--- src/rtl/nibble_serial_adder_pkg.sv ---
// Shared constants for the nibble-serial adder: state encoding and nibble width.
package nibble_serial_adder_pkg;

  localparam int NIBBLE_W = 4;

  // 2'd3 is unused; the sequencer treats it as IDLE on the next edge.
  typedef enum logic [1:0] {
    ST_IDLE = 2'd0,
    ST_RUN  = 2'd1,
    ST_DONE = 2'd2
  } state_t;

endpackage

--- src/rtl/fulladd4.sv ---
// 4-bit ripple-carry adder: one nibble of the serial datapath.
module fulladd4 (
  input  logic [3:0] a,
  input  logic [3:0] b,
  input  logic       cin,
  output logic [3:0] sum,
  output logic       cout
);

  logic [4:0] carry;

  // Ripple the carry bit by bit through four full-adder cells.
  always_comb begin
    carry[0] = cin;
    sum      = '0;
    for (int i = 0; i < 4; i++) begin
      sum[i]       = a[i] ^ b[i] ^ carry[i];
      carry[i + 1] = (a[i] & b[i]) | (a[i] & carry[i]) | (b[i] & carry[i]);
    end
    cout = carry[4];
  end

endmodule

--- src/rtl/nibble_serial_adder.sv ---
// Multi-cycle WIDTH-bit adder: one nibble per clock through a single fulladd4,
// with the carry registered between passes.
//
// Handshake: start is sampled only in IDLE; the accepting edge captures a, b
// and cin. busy is high while nibbles are being added, done pulses for one
// cycle when sum/cout/ovf are final. sum/cout/ovf hold until the next op
// completes; sum is written nibble by nibble, so it is only meaningful from
// done onward.
module nibble_serial_adder
  import nibble_serial_adder_pkg::*;
#(
  parameter int WIDTH = 16
) (
  input  logic             clk,
  input  logic             rst_n,
  input  logic             start,
  input  logic [WIDTH-1:0] a,
  input  logic [WIDTH-1:0] b,
  input  logic             cin,
  output logic             busy,
  output logic             done,
  output logic [WIDTH-1:0] sum,
  output logic             cout,
  output logic             ovf
);

  localparam int NIBBLES = WIDTH / NIBBLE_W;
  localparam int IDX_W   = $clog2(NIBBLES);
  localparam logic [IDX_W-1:0] LAST_IDX = IDX_W'(NIBBLES - 1);

  state_t              state_q, state_d;
  logic [IDX_W-1:0]    idx_q, idx_d;
  logic                carry_q, carry_d;
  logic [WIDTH-1:0]    a_q, a_d;
  logic [WIDTH-1:0]    b_q, b_d;
  logic [WIDTH-1:0]    sum_q, sum_d;
  logic                cout_q, cout_d;
  logic                ovf_q, ovf_d;

  logic [NIBBLE_W-1:0] fa_a, fa_b, fa_sum;
  logic                fa_cout;
  logic                carry_into_msb;

  // Select the current nibble of each captured operand.
  always_comb begin
    fa_a = a_q[idx_q * NIBBLE_W +: NIBBLE_W];
    fa_b = b_q[idx_q * NIBBLE_W +: NIBBLE_W];
  end

  fulladd4 u_fulladd4 (
    .a    (fa_a),
    .b    (fa_b),
    .cin  (carry_q),
    .sum  (fa_sum),
    .cout (fa_cout)
  );

  // Sequencer next-state: capture in IDLE, one nibble per edge in RUN, pulse in DONE.
  always_comb begin
    state_d        = state_q;
    idx_d          = idx_q;
    carry_d        = carry_q;
    a_d            = a_q;
    b_d            = b_q;
    sum_d          = sum_q;
    cout_d         = cout_q;
    ovf_d          = ovf_q;
    // The carry into the top bit is recovered from the top sum bit.
    carry_into_msb = a_q[WIDTH-1] ^ b_q[WIDTH-1] ^ fa_sum[NIBBLE_W-1];
    case (state_q)
      ST_IDLE: begin
        if (start) begin
          a_d     = a;
          b_d     = b;
          carry_d = cin;
          idx_d   = '0;
          state_d = ST_RUN;
        end
      end
      ST_RUN: begin
        sum_d[idx_q * NIBBLE_W +: NIBBLE_W] = fa_sum;
        carry_d = fa_cout;
        if (idx_q == LAST_IDX) begin
          cout_d  = fa_cout;
          ovf_d   = carry_into_msb ^ fa_cout;
          state_d = ST_DONE;
        end else begin
          idx_d = idx_q + 1'b1;
        end
      end
      ST_DONE: state_d = ST_IDLE;
      default: state_d = ST_IDLE;
    endcase
  end

  // State and datapath registers with asynchronous reset.
  always_ff @(posedge clk or negedge rst_n) begin
    if (!rst_n) begin
      state_q <= ST_IDLE;
      idx_q   <= '0;
      carry_q <= 1'b0;
      a_q     <= '0;
      b_q     <= '0;
      sum_q   <= '0;
      cout_q  <= 1'b0;
      ovf_q   <= 1'b0;
    end else begin
      state_q <= state_d;
      idx_q   <= idx_d;
      carry_q <= carry_d;
      a_q     <= a_d;
      b_q     <= b_d;
      sum_q   <= sum_d;
      cout_q  <= cout_d;
      ovf_q   <= ovf_d;
    end
  end

  // Moore outputs decoded from the registered state.
  always_comb begin
    busy = (state_q == ST_RUN);
    done = (state_q == ST_DONE);
    sum  = sum_q;
    cout = cout_q;
    ovf  = ovf_q;
  end

endmodule
--- config.mk ---
export PLATFORM = sky130hd
export DESIGN_NAME = nibble_serial_adder
export DESIGN_NICKNAME = d
export VERILOG_FILES = /design/src/rtl/nibble_serial_adder_pkg.sv /design/src/rtl/fulladd4.sv /design/src/rtl/nibble_serial_adder.sv
export SDC_FILE = /design/constraint.sdc
export NUM_CORES = 1
export LEC_CHECK = 0
export ABC_AREA = 1
export ABC_CLOCK_PERIOD_IN_PS = 3600
export CAP_MARGIN = 5
export CORE_ASPECT_RATIO = 0.9
export CORE_MARGIN = 5
export CORE_UTILIZATION = 40
export DETAILED_ROUTE_END_ITERATION = 8
export PLACE_DENSITY = 0.64
export SLEW_MARGIN = 30
export SYNTH_ARGS = -nofsm -noshare
export SYNTH_HDL_FRONTEND = slang
export SYNTH_HIERARCHICAL = 1
export SYNTH_SLANG_ARGS = --single-unit
--- constraint.sdc ---
create_clock -name clk -period 3.6 [get_ports clk]
set_input_delay 0.72 -clock clk [delete_from_list [all_inputs] [get_ports clk]]
set_output_delay 0.72 -clock clk [all_outputs]
set_load 0.03 [all_outputs]
==> flow_metrics.py, run 1 <==
metrics = {
    "placed_design": {
        "place_hpwl_mm": 4.76,
        "placed_cell_area_um2": 3370,
        "portBuffers": 55,
        "globalplace.congestion": 0.830,
    },
    "finish": {
        "num_antenna_cells": 0,
        "area_growth_pct": 26.3,
        "fill_cells": 641,
        "final_util_pct": 52.2,
        "layout-drive-gt1-share_pct": 6.31,
        "regArea_um2": 1380,
        "final_area_um2": 3460,
        "multi_input_area_um2": 1180,
        "fin_nets": 441,
    },
    "clock_tree": {
        "hold_buffers": 0,
        "cts_resized": 0,
        "clockRootBuffer": "clkbuf_8",
        "cts_buffers": 5,
        "cts.reportedPaths.clkPinSlew_ns": 0.10,
        "numClockSinks": 55,
        "htreeDepth": 2,
        "post_cts_buffers": 0,
        "cts.path.max_buffers": 2,
        "cts_tree": "done",
        "clock_latency_ns": 0.30,
    },
    "grt": {
        "antenna_found_initial": 0,
        "grt_pass1_wl_mm": 10.8,
        "overflow": 0,
        "grt.total_usage_pct": 15.2,
        "first_global_vias": 2356,
        "grt_max_degree": 39,
    },
    "outcome": {
        "status": "completed",
    },
    "die": {
        "dieArea_um2": 8600,
        "coreArea_um2": 6620,
        "initial_core_util_pct": 41.3,
        "rows": 28,
        "die_h_um": 88.5,
        "io_pins": 56,
        "die_x_um": 97.2,
    },
    "critical_path": {
        "worstPathMaxFanout": 20,
        "critPathRequiredTime_ns": 3.85,
        "start_kind": "flop",
        "crit_type": "reg2reg",
        "cp.arrival_ns": 3.28,
        "end_kind": "flop",
    },
    "synthesis": {
        "synth.distinct_cells": 22,
        "synthesis.area_um2": 2740,
        "synth_fp_nets": 387,
        "ys_seq_area_share_pct": 50.3,
        "yosysWarnings": 6,
        "yosys_register_bits": 55,
        "avgSynthCellArea_um2": 8.02,
        "syn_inst": 341,
    },
    "sta": {
        "tightest_slew_ns": 0.803,
        "drv_slew": 0,
        "clock_skew_ns": 0.0133,
        "setup_viol_count_final": 0,
        "max_freq_mhz": 330,
        "post-route-period-util_pct": 84.2,
        "setup_tns_ns": 0,
        "rsz0062_at_grt": "no",
        "hold_violations": 0,
        "slew-limit-headroom_pct": 46.5,
        "hold_slack_ns": 0.475,
        "finalWorstPathRequiredPeriod_ns": 3.03,
    },
    "power_and_ir_drop": {
        "power.density_nw_per_um2": 958,
        "power_leakage_uw": 0.00174,
        "ir_worst_vdd_mv": 0.357,
    },
    "detailed_routing": {
        "firstDrtPassIters": 4,
        "vias_per_cell": 4.83,
        "drc": 0,
        "drtIter0Drc": 117,
        "wl_per_cell_um": 12.8,
        "drt-total-wl_mm": 6.22,
        "vias": 2345,
        "ant_nets": 0,
    },
    "run": {
        "cap_violations": 0,
    },
    "worst_hold_path": {
        "min_path_type": "reg2reg",
    },
}
[logic make-up after synthesis]
| logic type | after synthesis | synth area share, % |
|---|---|---|
| AOI/OAI and AO/OA | 35 | 6.77 |
| adders and majority gates | 10 | 5.67 |
| buffers and inverters | 43 | 6.58 |
| DFF | 55 | 50.3 |
| and+or+nand+nor | 198 | 30.7 |
[sequential cells by signal (all words and copies together) (netlist names)]
name / cells
a_q: 16
b_q: 16
carry_q: 1
cout: 1
idx_q: 2
ovf: 1
state_q: 2
sum: 16
[final timing paths]
| path | from | endpoint | slack, ns | depth (start not counted) |
|---|---|---|---|---|
| max reg2reg | idx_q[0] | sum[15] | 0.57 | 15 |
| min | b_q[6] | b_q[6] | 0.48 | 2 |
| min reg2reg | b_q[6] | b_q[6] | 0.48 | 2 |
| min in group asynchronous | rst_n | a_q[13] | 0.49 | 1 |
| max in group asynchronous | rst_n | state_q[0] | 2.34 | 2 |
| max | idx_q[0] | sum[15] | 0.57 | 15 |
[worst max-delay path, cell delays in order, from the launching register on]
cell,delay [ns]
dfrtp_1,0.40
buf_4,0.21
o21ai_0,0.20
o22ai_1,0.10
inv_1,0.08
fa_1,0.19
inv_1,0.06
fa_1,0.37
fa_1,0.36
inv_1,0.07
fa_1,0.40
inv_1,0.13
inv_1,0.08
nor3_1,0.20
nand2_1,0.08
nand2_1,0.05
[metal layers]
metal,wire [um],vias to the layer above,GRT usage (%),part of all wire [%]
li1,-,1185,-,-
met1,3010,1107,20.0,48
met2,2900,47,26.1,47
met3,250,6,3.15,4.0
met4,62,0,4.08,1.0
met5,0,-,0,0
[cell usage after synthesis]
master | n | share of area (%)
nand4_1 | 1 | 0.23
nor2_2 | 2 | 0.46
inv_1 | 26 | 3.6
a21oi_1 | 3 | 0.55
inv_4 | 1 | 0.23
nand2_1 | 115 | 16
buf_2 | 10 | 1.8
o21ai_0 | 23 | 4.2
buf_4 | 1 | 0.27
nand3_1 | 37 | 6.8
nand2_2 | 5 | 1.1
o21ai_1 | 1 | 0.18
clkinv_1 | 1 | 0.14
ha_1 | 6 | 2.7
nor3_1 | 3 | 0.55
nand3b_1 | 1 | 0.27
clkbuf_1 | 4 | 0.55
fa_1 | 4 | 2.9
dfrtp_1 | 55 | 50
nor2_1 | 31 | 4.3
nor2_4 | 3 | 1.2
o22ai_1 | 8 | 1.8
[placed cells by master, fill, tap and decap left out]
master,synthesis,layout
nor2_2,2,2
nor2_1,31,31
nand2_2,5,5
nand4_1,1,1
nor3_1,3,3
nand3b_1,1,1
clkdlybuf4s50_1,0,54
o22ai_1,8,8
clkbuf_8,0,5
nand3_1,37,37
o21ai_1,1,1
clkbuf_1,4,2
inv_4,1,1
a21oi_1,3,3
buf_4,1,7
nor2_4,3,3
ha_1,6,6
nand2_1,115,115
clkinv_1,1,1
o21ai_0,23,23
inv_1,26,26
fa_1,4,4
buf_2,10,1
dfrtp_1,55,55
clkinv_2,0,1
[power by group]
part           switching (uW)  total (uW)  internal, uW
registers                 165        1050           883
clock network             194         331           137
logic                    1250        1930           681
[cell type report]
type | instances | share of cell area [%]
Clock buffer | 7 | 2.21
Tap cell | 90 | 3.26
Sequential cell | 55 | 39.8
Clock inverter | 1 | 0.145
Multi-Input combinational cell | 243 | 34.1
Timing Repair Buffer | 62 | 17.3
Inverter | 28 | 3.11
[per-stage QoR]
stage               setup slack, ns  std cells  total power [uW]
finish                        0.569        486              3310
global route                  0.325        486              3640
CTS                           0.577        486              3330
detailed placement            0.589        478              3000
global placement              0.714        478              2940
floorplan                     0.638        341              2410
Note: power is estimated with default switching activity, not from simulation.
==> run 2, diff against run 1 <==
--- a/config.mk
+++ b/config.mk
@@ -6,7 +6,7 @@
 export NUM_CORES = 1
 export LEC_CHECK = 0
 export ABC_AREA = 1
-export ABC_CLOCK_PERIOD_IN_PS = 3600
+export ABC_CLOCK_PERIOD_IN_PS = 3000
 export CAP_MARGIN = 5
 export CORE_ASPECT_RATIO = 0.9
 export CORE_MARGIN = 5
==> constraint.sdc (replaced) <==
create_clock -name clk -period 3 [get_ports clk]
set_input_delay 0.6 -clock clk [delete_from_list [all_inputs] [get_ports clk]]
set_output_delay 0.6 -clock clk [all_outputs]
set_load 0.03 [all_outputs]
==> run 2 against run 1 <==
Effect of this change:
- register-to-register slack got worse by 0.41 ns
- count of clock-buffer cells in the layout did not move
- sequential share of layout area down 0.94 points
- critical endpoint is now ovf
- largest cell class unchanged
- critical path type unchanged
- highest routed layer unchanged
- combinational power rose by 32%
- worst hold slack lost 0.27 ns
- routed wire length increased by 0.74%
- sequential power up 21%
- non-clock buffer count up 8
- setup slack got worse by 0.41 ns
==> flow_metrics.py, run 2 (same netlist as run 1, synthesis figures left out) <==
metrics = {
    "critical_path": {
        "reg2reg_slack_ns": 0.16,
        "worstReg2RegEnd": "ovf",
        "end_kind": "flop",
        "critPathRequiredTime_ns": 3.20,
        "reg2reg_from": "idx_q[0]",
        "r2r_cells": 17,
        "worstPathMaxFanout": 5,
        "crit_type": "reg2reg",
        "start_kind": "flop",
        "cp.arrival_ns": 3.05,
    },
    "sta": {
        "drv_slew": 0,
        "hold_violations": 0,
        "max_freq_mhz": 352,
        "hold_slack_ns": 0.205,
        "slew-limit-headroom_pct": 57.3,
        "tightest_slew_ns": 0.638,
        "setup_viol_count_final": 0,
        "setup_tns_ns": 0,
        "finalWorstPathRequiredPeriod_ns": 2.84,
        "post-route-period-util_pct": 94.8,
        "clock_skew_ns": 0.00525,
        "rsz0062_at_grt": "no",
    },
    "finish": {
        "final_cell_mix": "114 x nand2_1, 54 x dfrtp_1, 54 x clkdlybuf4s50_1",
        "layout-drive-gt1-share_pct": 10.4,
        "final_common_cell": "nand2_1",
        "area_growth_pct": 29.4,
        "fin_nets": 449,
        "final_util_pct": 53.5,
        "num_antenna_cells": 0,
        "fin_cells": 494,
    },
    "power_and_ir_drop": {
        "ir_worst_vdd_mv": 0.448,
        "fin_total_pwr_uw": 4210,
        "power_leakage_uw": 0.00178,
        "power.density_nw_per_um2": 1190,
    },
    "detailed_routing": {
        "drtIter0Drc": 102,
        "vias_per_cell": 4.84,
        "vias": 2392,
        "firstDrtPassIters": 4,
        "ant_nets": 0,
        "wl_per_cell_um": 12.7,
        "drc": 0,
        "drt-total-wl_mm": 6.27,
    },
    "grt": {
        "grt.total_usage_pct": 15.3,
        "grt_max_degree": 37,
        "first_global_vias": 2290,
        "antenna_found_initial": 0,
        "overflow": 0,
        "grt_pass1_wl_mm": 10.7,
    },
    "clock_tree": {
        "clock_latency_ns": 0.31,
        "cts_buffers": 5,
        "cts.path.max_buffers": 2,
        "cts_tree": "done",
        "cts.reportedPaths.clkPinSlew_ns": 0.09,
        "hold_buffers": 0,
        "numClockSinks": 55,
        "htreeDepth": 2,
        "clockRootBuffer": "clkbuf_8",
    },
    "worst_hold_path": {
        "min_path_type": "in2async",
    },
    "placed_design": {
        "placed_cells": 483,
        "portBuffers": 55,
        "globalplace.congestion": 0.831,
        "place_hpwl_mm": 4.85,
    },
    "die": {
        "initial_core_util_pct": 41.3,
        "die_x_um": 97.2,
        "dieArea_um2": 8600,
        "rows": 28,
        "io_pins": 56,
        "coreArea_um2": 6620,
        "die_h_um": 88.5,
    },
    "run": {
        "cap_violations": 0,
    },
    "outcome": {
        "status": "completed",
    },
}
==> run 2: changes by cell type in the layout (fill, tap and decap cells not counted), sizes merged <==
cell  delta
buf      +8
==> run 2: final cells by class <==
| type | count | area, um2 |
|---|---|---|
| multi-input combinational | 243 | 1190 |
| tap | 90 | 113 |
| fill | 641 | 3080 |
| inverter | 28 | 110 |
| clock buffer | 7 | 76.3 |
| timing repair buffer | 70 | 666 |
| clock inverter | 1 | 5.00 |
| sequential | 55 | 1380 |
==> run 2: worst max-delay path by stage <==
stage / to / cells past startpoint / slack (ns) / startpoint
floorplan: sum[15] / 17 / 0.04 / idx_q[0]
global placement: sum[7] / 15 / 0.13 / idx_q[0]
detailed placement: sum[7] / 15 / 0.07 / idx_q[0]
CTS: sum[7] / 15 / 0.05 / idx_q[0]
global route: ovf / 17 / 0.03 / idx_q[0]
finish: ovf / 17 / 0.16 / idx_q[0]
==> run 2: routing by layer <==
metal	global-route usage [%]	part of all wire [%]
met1	19.9	47
met2	25.5	46
met3	4.26	5.5
met4	4.21	1.2
met5	0	0
==> run 2: power by group <==
part,total (uW),switching (uW),internal [uW]
Sequential,1270,213,1060
Combinational,2540,1560,974
Clock,400,235,165
==> run 2: per-stage QoR <==
stage               instance area (um2)  setup WS (ns)
floorplan                          2740         0.0383
global placement                   3410          0.125
detailed placement                 3410         0.0732
CTS                                3490         0.0517
global route                       3540         0.0287
finish                             3540          0.157
==> run 2: repair_timing <==
item / 4_1_cts / 5_1_grt
resized for setup: 0 / 14
setup endpoints to repair: 0 / 4
setup buffers: 0 / 3
==> run 2: worst max-delay path, stage by stage, from the launching register on <==
cell     delay (ns)
dfrtp_2        0.43
buf_6          0.13
o21ai_1        0.07
o22ai_1        0.15
inv_1          0.08
fa_1           0.42
inv_1          0.08
fa_2           0.19
fa_2           0.19
inv_2          0.04
fa_1           0.51
inv_2          0.05
inv_1          0.10
nand2_1        0.06
nand2_1        0.06
nand2_1        0.05
nand3_1        0.07
nand2_1        0.06
==> run 3, diff against run 2 <==
--- a/config.mk
+++ b/config.mk
@@ -10,9 +10,9 @@
 export CAP_MARGIN = 5
 export CORE_ASPECT_RATIO = 0.9
 export CORE_MARGIN = 5
-export CORE_UTILIZATION = 40
+export CORE_UTILIZATION = 37
 export DETAILED_ROUTE_END_ITERATION = 8
-export PLACE_DENSITY = 0.64
+export PLACE_DENSITY = 0.6
 export SLEW_MARGIN = 30
 export SYNTH_ARGS = -nofsm -noshare
 export SYNTH_HDL_FRONTEND = slang
==> run 3 against run 2 <==
Effect of this change:
- sequential share of layout area decreased by 0.35 points
- global-route usage fell by 1.4 points
- total power rose by 3.6%
- worst hold slack better by 0.077 ns
- non-clock buffer count fell by 1
- combinational power up 4%
- critical path type unchanged
- critical endpoint unchanged
- largest cell class unchanged
- largest power group unchanged
==> flow_metrics.py, run 3 (same netlist as run 1, synthesis figures left out) <==
metrics = {
    "outcome": {
        "status": "completed",
    },
    "critical_path": {
        "path_cells": "buf_6 > o21ai_1 > o22ai_1 > inv_1 > fa_2 > inv_1 > fa_2 > fa_2 > inv_2 > fa_1 > inv_2 > nor2_1 > nor2_1 > nand2_1 > nand3_2 > nand2_1",
        "worstReg2RegEnd": "ovf",
        "cp.arrival_ns": 2.98,
        "worstPathMaxFanout": 8,
        "start_kind": "flop",
        "critPathRequiredTime_ns": 3.21,
        "crit_type": "reg2reg",
        "cp_num_buf_inv": 5,
        "reg2reg_slack_ns": 0.23,
        "reg2reg_from": "idx_q[0]",
        "end_kind": "flop",
        "crit_path_max_incr_delay_ns": 0.43,
        "crit_top_cell": "fa_2",
        "cpLargestDelayFamily": "adder cells",
        "r2r_cells": 16,
        "worst_path_max_delay_cell": "fa_1",
    },
    "sta": {
        "drv_slew": 0,
        "post-route-period-util_pct": 92.5,
        "max_freq_mhz": 360,
        "tightest_slew_ns": 0.640,
        "setup_tns_ns": 0,
        "clock_skew_ns": 0.00768,
        "setup_viol_count_final": 0,
        "slew-limit-headroom_pct": 57.2,
        "rsz0062_at_grt": "no",
        "fin_ws_ns": 0.225,
        "finalWorstPathRequiredPeriod_ns": 2.77,
        "hold_violations": 0,
        "hold_slack_ns": 0.282,
    },
    "grt": {
        "first_global_vias": 2266,
        "overflow": 0,
        "grt_pass1_wl_mm": 10.5,
        "grt.total_usage_pct": 13.9,
        "antenna_found_initial": 0,
        "grt_max_degree": 56,
    },
    "detailed_routing": {
        "ant_nets": 0,
        "wl_per_cell_um": 12.4,
        "drt-total-wl_mm": 6.15,
        "wl_met1_mm": 2.98,
        "maxUsedRoutingLayer": "met4",
        "vias": 2338,
        "vias_per_cell": 4.72,
        "route.met2.wl_mm": 2.86,
        "drc": 0,
        "met3WireLength_um": 295,
        "drtIter0Drc": 96,
        "firstDrtPassIters": 4,
    },
    "power_and_ir_drop": {
        "ir_worst_vdd_mv": 0.491,
        "power.density_nw_per_um2": 1220,
        "power_leakage_uw": 0.00179,
    },
    "placed_design": {
        "preCtsSetupSlack_ns": 0.0160,
        "globalplace.congestion": 0.840,
        "portBuffers": 55,
        "placed_cell_area_um2": 3410,
        "place_hpwl_mm": 4.65,
    },
    "finish": {
        "final_cell_mix": "115 x nand2_1, 55 x dfrtp_1, 54 x clkdlybuf4s50_1",
        "final_common_cell": "nand2_1",
        "num_antenna_cells": 0,
        "final_area_um2": 3570,
        "fin_nets": 448,
        "area_growth_pct": 30.5,
        "layout-drive-gt1-share_pct": 10.4,
        "fill_cells": 714,
        "final_util_pct": 50.2,
    },
    "die": {
        "rows": 29,
        "dieArea_um2": 9220,
        "die_x_um": 101,
        "coreArea_um2": 7110,
        "initial_core_util_pct": 38.5,
        "io_pins": 56,
        "die_h_um": 91.6,
    },
    "clock_tree": {
        "clock_latency_ns": 0.30,
        "numClockSinks": 55,
        "cts_buffers": 5,
        "hold_buffers": 0,
        "cts_tree": "done",
        "clockRootBuffer": "clkbuf_8",
        "cts.path.max_buffers": 2,
        "htreeDepth": 2,
        "cts.reportedPaths.clkPinSlew_ns": 0.10,
    },
    "run": {
        "cap_violations": 0,
    },
    "worst_hold_path": {
        "min_path_type": "in2async",
    },
}
## run 3: cell types whose count changed in the layout (fill, tap and decap cells not counted), sizes merged
| cell | before | now |
|---|---|---|
| clkbuf | 7 | 6 |
| clkinv | 2 | 1 |
| bufinv | 0 | 1 |
| buf | 16 | 15 |
## run 3: area by class of cell
class | instances | area (um2) | share of cell area [%]
tap | 93 | 116 | 3.26
sequential | 55 | 1380 | 38.5
inverter | 28 | 108 | 3.01
timing repair buffer | 69 | 667 | 18.7
clock inverter | 1 | 30.0 | 0.841
multi-input combinational | 243 | 1200 | 33.6
clock buffer | 6 | 72.6 | 2.03
## run 3: report_power, final
group	internal, uW	switching, uW
combinational	1030	1600
sequential	1060	202
clock	245	231
## run 3: what timing repair did
item,CTS,global route
buffers inserted,0,4
pin swaps,0,2
gates cloned,0,0
endpoints found under the setup margin,1,5
resized for setup,1,12
## run 3: routing by layer
metal | track usage [%] | vias up
li1 | - | 1199
met1 | 19.5 | 1076
met2 | 21.9 | 60
met3 | 3.37 | 3
met4 | 2.69 | 0
met5 | 0 | -
## run 3: worst max-delay path by stage
stage	end	slack [ns]	cells past startpoint	startpoint
4_1_cts	ovf	0.04	16	idx_q[0]
2_1_floorplan	sum[15]	0.04	17	idx_q[0]
3_5_place_dp	sum[7]	0.02	15	idx_q[0]
6_report	ovf	0.23	16	idx_q[0]
5_1_grt	ovf	0.02	17	idx_q[0]
3_3_place_gp	sum[7]	0.13	15	idx_q[0]
## run 3: metrics by stage
stage	total power, uW	cells
global placement	3680	484
CTS	4220	491
floorplan	2900	341
global route	4800	495
detailed placement	3720	484
finish	4360	495
